### config.mk
export PLATFORM = sky130hd
export DESIGN_NAME = fp_add_pipe_ctrl
export DESIGN_NICKNAME = d
export VERILOG_FILES = /design/src/rtl/fp_add_pipe_ctrl.sv
export SDC_FILE = /design/constraint.sdc
export NUM_CORES = 1
export LEC_CHECK = 0
export BUFFER_PORTS_ARGS = -buffer_cell sky130_fd_sc_hd__clkbuf_2
export CAP_MARGIN = 10
export CORE_MARGIN = 2
export CORE_UTILIZATION = 56
export DETAILED_ROUTE_END_ITERATION = 12
export PLACE_DENSITY = 0.78
export SYNTH_ARGS = -nofsm -noshare
export SYNTH_HDL_FRONTEND = slang
export SYNTH_SLANG_ARGS = --single-unit
### constraint.sdc
create_clock -name clk -period 3.22 [get_ports clk]
set_input_delay 0.161 -clock clk [delete_from_list [all_inputs] [get_ports clk]]
set_output_delay 0.161 -clock clk [all_outputs]
set_load 0.02 [all_outputs]
### src/rtl/fp_add_pipe_ctrl.sv
// fp_add_pipe_ctrl: sequencing controller for the pipelined FP adder.
// Tracks token validity, tags and operand-inversion controls through a
// stall-all pipeline of STAGES register stages. It holds no datapath bits.
//
// Ports:
//   clk, rst                  clock, synchronous active-high reset
//   in_valid/in_ready         issue handshake (in_ready is combinational)
//   in_op_sub, in_sign_x/y,   operation and operand info used to derive
//   in_x_smaller              the inversion controls at accept
//   in_tag                    opaque token tag
//   flush                     drop all in-flight tokens
//   stage_en                  per-stage load enables (all equal: stall-all)
//   bit_inv_cont_x/y          invert controls for stage INV_STAGE
//   out_valid/out_ready       result handshake, out_tag result tag
//   occupancy, busy           in-flight token count / non-empty flag
//   perf_stall_cnt            (FP_ADD_PIPE_CTRL_PERF_EN only) saturating
//                             count of cycles with out_valid & !out_ready
//
// Optional feature macro: FP_ADD_PIPE_CTRL_PERF_EN
module fp_add_pipe_ctrl #(
  parameter int unsigned STAGES    = 8,
  parameter int unsigned INV_STAGE = 7,
  parameter int unsigned TAG_W     = 4
) (
  input  logic              clk,
  input  logic              rst,
  input  logic              in_valid,
  output logic              in_ready,
  input  logic              in_op_sub,
  input  logic              in_sign_x,
  input  logic              in_sign_y,
  input  logic              in_x_smaller,
  input  logic [TAG_W-1:0]  in_tag,
  input  logic              flush,
  output logic [STAGES-1:0] stage_en,
  output logic              bit_inv_cont_x,
  output logic              bit_inv_cont_y,
  output logic              out_valid,
  input  logic              out_ready,
  output logic [TAG_W-1:0]  out_tag,
  output logic [4:0]        occupancy,
  output logic              busy
`ifdef FP_ADD_PIPE_CTRL_PERF_EN
  ,
  output logic [15:0]       perf_stall_cnt
`endif
);

  localparam int unsigned OCC_W  = 5;
  localparam int unsigned PERF_W = 16;

  logic [STAGES-1:0]            vld_q, vld_d;
  logic [STAGES-1:0]            invx_q, invx_d;
  logic [STAGES-1:0]            invy_q, invy_d;
  logic [STAGES-1:0][TAG_W-1:0] tag_q, tag_d;
  logic [OCC_W-1:0]             occ_q, occ_d;

  logic advance;
  logic accept;
  logic retire;
  logic eff_sub;

  // Handshake decode, pipeline shift and occupancy update.
  always_comb begin
    advance = !vld_q[STAGES-1] | out_ready;
    // A token offered during flush is dropped even though in_ready may be 1.
    accept  = in_valid & advance & !flush;
    retire  = vld_q[STAGES-1] & out_ready;
    eff_sub = in_sign_x ^ in_sign_y ^ in_op_sub;

    vld_d  = vld_q;
    invx_d = invx_q;
    invy_d = invy_q;
    tag_d  = tag_q;
    occ_d  = occ_q;

    if (flush) begin
      vld_d = '0;
      occ_d = '0;
    end else if (advance) begin
      vld_d  = {vld_q[STAGES-2:0], accept};
      invx_d = {invx_q[STAGES-2:0], eff_sub & in_x_smaller};
      invy_d = {invy_q[STAGES-2:0], eff_sub & !in_x_smaller};
      tag_d  = {tag_q[STAGES-2:0], in_tag};
      // retire implies advance, so both cases live under this branch.
      unique case ({accept, retire})
        2'b10:   occ_d = occ_q + OCC_W'(1);
        2'b01:   occ_d = occ_q - OCC_W'(1);
        default: occ_d = occ_q;
      endcase
    end
  end

  // State registers.
  always_ff @(posedge clk) begin
    if (rst) begin
      vld_q  <= '0;
      invx_q <= '0;
      invy_q <= '0;
      tag_q  <= '0;
      occ_q  <= '0;
    end else begin
      vld_q  <= vld_d;
      invx_q <= invx_d;
      invy_q <= invy_d;
      tag_q  <= tag_d;
      occ_q  <= occ_d;
    end
  end

`ifdef FP_ADD_PIPE_CTRL_PERF_EN
  logic [PERF_W-1:0] perf_q, perf_d;

  // Saturating count of output back-pressure cycles.
  always_comb begin
    perf_d = perf_q;
    if (flush) begin
      perf_d = '0;
    end else if (vld_q[STAGES-1] && !out_ready && (perf_q != '1)) begin
      perf_d = perf_q + PERF_W'(1);
    end
  end

  always_ff @(posedge clk) begin
    if (rst) begin
      perf_q <= '0;
    end else begin
      perf_q <= perf_d;
    end
  end

  assign perf_stall_cnt = perf_q;
`endif

  // Stored controls and tags of empty stages are gated off the outputs.
  assign in_ready       = advance;
  assign stage_en       = {STAGES{advance}};
  assign out_valid      = vld_q[STAGES-1];
  assign out_tag        = vld_q[STAGES-1] ? tag_q[STAGES-1] : '0;
  assign bit_inv_cont_x = invx_q[INV_STAGE-1] & vld_q[INV_STAGE-1];
  assign bit_inv_cont_y = invy_q[INV_STAGE-1] & vld_q[INV_STAGE-1];
  assign occupancy      = occ_q;
  assign busy           = |occ_q;

endmodule

# Word-level counts from Yosys, hierarchy flattened
# Index checks and enable logic that the tools add are counted.
# Widths: inputs -> output; s select.
[op_classes]
n_reduce_logical = 8
eq_ne = 2
bitwise = 11
muxes = 2
addsub = 2
[ops]
columns = ["operator", "count"]
rows = [
  ["$pmux 5 s2", 1],
  ["$and 1x1->1", 7],
  ["$add 5x1->5 const B", 1],
  ["$reduce_or 5->1", 1],
  ["$sub 5x1->5 const B", 1],
  ["$mux 4", 1],
  ["$reduce_and 2->1", 2],
  ["$logic_not 1->1", 3],
  ["$eq 2x1->1 const B", 1],
  ["$eq 2x2->1 const B", 1],
  ["$reduce_bool 2->1", 1],
  ["$reduce_or 2->1", 1],
  ["$xor 1x1->1", 2],
  ["$not 1->1", 1],
  ["$or 1x1->1", 1],
]
[word_totals]
reg_bits = 59
output_inout_bits = 22
elab_cells = 37

# Logic depth before layout (Yosys ltp)
[logic_depth]
word_depth = 7
mapped_depth = 12
mapped_depth_nobuf = 10

# Worst setup path after synthesis
# No wires, ideal clock.
[synth_timing]
path_kind = "flip-flop to flip-flop"
startpoint = "register vld_q[7]"
endpoint = "register occ_q[4], in the netlist occupancy[4]"
stages_incl_launch_ff = 13
path_slack_ns = 0.389
setup_ns = 0.070
n_path_buf = 2
arrival_ns = 2.761
t_required_ns = 3.150
cell_sequence = "dfxtp_1 > nor2b_4 > nor2_1 > clkbuf_1 > nand2_1 > ha_1 > buf_2 > xor2_1 > ha_1 > o211ai_1 > a21boi_0 > or4_1 > a21oi_1"
[synth_via]
elab_chain_cells = 7
elab_cells_between_ends = 10
classes_between = "eq/ne: 2; mux: 1; bitwise: 4; reduce/logical: 3"
[synth_lines]
columns = ["item", "line", "text"]
rows = [
  ["start: declaration", "52", "logic [STAGES-1:0] vld_q, vld_d;"],
  ["start signal: assignment", "103", "vld_q <= vld_d;"],
  ["$logic_not 1->1", "65", "advance = !vld_q[STAGES-1] | out_ready;"],
  ["$or 1x1->1", "65", ""],
  ["$and 1x1->1 (2 in a row)", "67", "accept = in_valid & advance & !flush;"],
  ["$eq 2x1->1 or $eq 2x2->1 (tied branches)", "86", "unique case ({accept, retire})"],
  ["$reduce_bool 2->1 (no source line)", "-", ""],
  ["$reduce_and 2->1 (no source line)", "-", ""],
  ["end signal: assignment", "101", "occ_q <= '0;"],
  ["end signal: assignment", "107", "occ_q <= occ_d;"],
  ["end: declaration", "56", "logic [OCC_W-1:0] occ_q, occ_d;"],
]
# Parallel ways exist; a longest one is shown, timed or not.
# A chain may end at the register's enable or synchronous reset.

# Worst setup path after layout
# Same ends and word-level chain as after synthesis.

==> results_dict.tcl <==
set metrics [dict create \
    ys_ff_latch 59 \
    synth_top_cell_by_area "dfxtp_1" \
    io_pins 35 \
    setup_tns_ns 0 \
    async_reset_ff_share_pct 0 \
    cts_made_buffers 9 \
    vias_per_cell 5.196 \
    routed-wl-met2_um 2136 \
    crit_family "simple AND/OR/NAND/NOR gates" \
    yosysWarnings 0 \
    critPathCaptureType "flip-flop" \
    required_ns 3.49 \
    crit_chain "nor2b_4 -> nor2_2 -> nand2_1 -> ha_1 -> xor2_1 -> ha_1 -> o211ai_1 -> a21boi_0 -> or4_1 -> a21oi_1" \
    path_class "flip-flop to flip-flop" \
    maxCapViolations 0 \
    cts-root-buf "clkbuf_8" \
    finalCritPeriodShare_pct 80.36 \
    period_minus_slack_ns 2.588 \
    grt_pass1_wl_um 7596 \
    die_h_um 69.26 \
    start_util_pct 58.77 \
    cts_max_level 3 \
    synth_area_per_cell_um2 8.003 \
    pre_cts_ws_ns 0.6646 \
    cts_tree "done" \
    max_stage_delay_ns 0.42 \
    post_cts_buffers 0 \
    postCtsHoldBufs 0 \
    synth_edf_count 0 \
    status "finished, final reports clean" \
    drtPass1Iterations 4 \
    crit_buf_inv 0 \
    hpwl_um 2783 \
    dieArea_um2 4796 \
    num_rows 23 \
    place_congestion 0.7722 \
    p_leak_nw 1.056 \
    synth_common_cells "nand2_1, dfxtp_1, a21oi_1, clkbuf_1, nor2_1" \
    grt.total_usage_pct 20.05 \
    arrival_ns 2.85 \
    rsz0062_at_grt "false" \
    crit_top_cell "ha_1" \
    drc 0 \
    n_antenna_cell 0 \
    wl_met3_um 143 \
    routedWlPerCell_um 12.13 \
    top_layer "met4" \
    ys_types 36 \
    vias 1938 \
    grt_pass1_vias 1710 \
    hp-class "input pin to flip-flop" \
    cellPowerDensity_nw_per_um2 575.0 \
    cp_max_fo 12 \
    ir_worst_vdd_uv 404.2 \
    grt_max_degree 48 \
    routed_wl_um 4526 \
    crit_path_start_kind "flip-flop" \
    antenna_found_initial 0 \
    maxSlewHeadroom_pct 68.55 \
    synth_seq_area_share_pct 49.53 \
    ctsResizeCount 0 \
    layout_setup_ws_ns 0.6324 \
    drtIter0Drc 143 \
    clock_skew_ns 0.008480 \
    clock.fmax_mhz 386.5 \
    whs_ns 0.04683 \
    setup_viol 0 \
    fin_util_pct 66.98 \
    drive_gt1_share_pct 17.65 \
    synthCells 298 \
    netlist.area_leader.share_pct 49.53 \
    crit_path_top_delay_cell "dfxtp_1" \
    dominantRegCellSynth "dfxtp_1" \
    report.final.slew_viol_count 0 \
    ys_top_cells_by_area "dfxtp_1, nand2_1, a21oi_1" \
    core_region_area_um2 4058 \
    overflow 0 \
    drt-met1-wl_um 2161 \
    syn_nets 315 \
    port_buffers 34 \
    worst_slew_pin_slew_ns 0.4718 \
    synthesis.area_um2 2385 \
    synth_most_common_cell "nand2_1" \
    clock-sinks 59 \
    clk_path_buf_depth 2 \
    finalHoldViolCount 0 \
    die_w_um 69.26 \
    clk_pin_slew_ns 0.07 \
    ant_nets 0 \
    nets 335 \
    area_growth_syn_to_layout_pct 13.96 \
    insertion_delay_ns 0.33 \
]
==> worst min-delay path, cell delays in order <==
cell	delay, ns
clkbuf_2	0.08
nand2_1	0.04
a21oi_1	0.05
==> cell type report <==
type                       count  area [um^2]
sequential                    59         1181
timing repair buffer          37        192.7
clock inverter                 4        72.57
fill                         365         1340
multi-input combinational    209         1041
clock buffer                  12        155.1
tap                           50        62.56
inverter                       2        12.51
==> power by group <==
group / switching (W) / internal [W]
logic: 0.0000442 / 0.0000216
registers: 0.00000539 / 0.000739
clock network: 0.000275 / 0.000477
==> final timing paths <==
path	start	end	slack (ns)	cells after the start
min reg2reg	invy_q[4]	invy_q[5]	0.45	2
max reg2reg	vld_q[7]	occupancy[4]	0.63	10
min	in_tag[2]	tag_q[2]	0.05	3
max	vld_q[7]	occupancy[4]	0.63	10
==> cell families after synthesis <==
kind of cell	synth area share (%)
AO/OA/AOI/OAI	14.32
XOR/XNOR	2.413
adder cells (fa/ha/maj)	2.099
buffers and inverters	6.925
flip-flops	49.53
multiplexers	0.4197
AND/OR/NAND/NOR	24.29
==> cell usage in the layout, fill, tap and decap left out, types with 2 or more instances in the layout <==
cell / instances
a21oi_1: 55
a22oi_1: 2
and2_1: 7
buf_4: 3
bufinv_16: 2
clkbuf_2: 34
clkbuf_8: 11
dfxtp_1: 59
ha_1: 4
nand2_1: 104
nand3_1: 2
nor2_1: 9
nor3_1: 2
or4_1: 2
xor2_1: 4
==> layer usage <==
metal	vias up	GRT usage, %
li1	1004	-
met1	894	23.89
met2	33	32.26
met3	7	6.105
met4	0	10.89
met5	-	0
==> through the flow <==
step	total power [W]	cell area (um^2)	cells
floorplan	0.0008075	2385	298
global placement	0.0008252	2490	357
detailed placement	0.0008267	2490	357
CTS	0.001578	2718	373
global route	0.001622	2718	373
finish	0.001563	2718	373
==> registers in the layout, indices dropped and copies added, names as in the netlist <==
signal / cells
tag_q: 32
invx_q: 7
vld_q: 8
invy_q: 7
occupancy: 5
No activity file was read; power rests on OpenSTA's default activity.
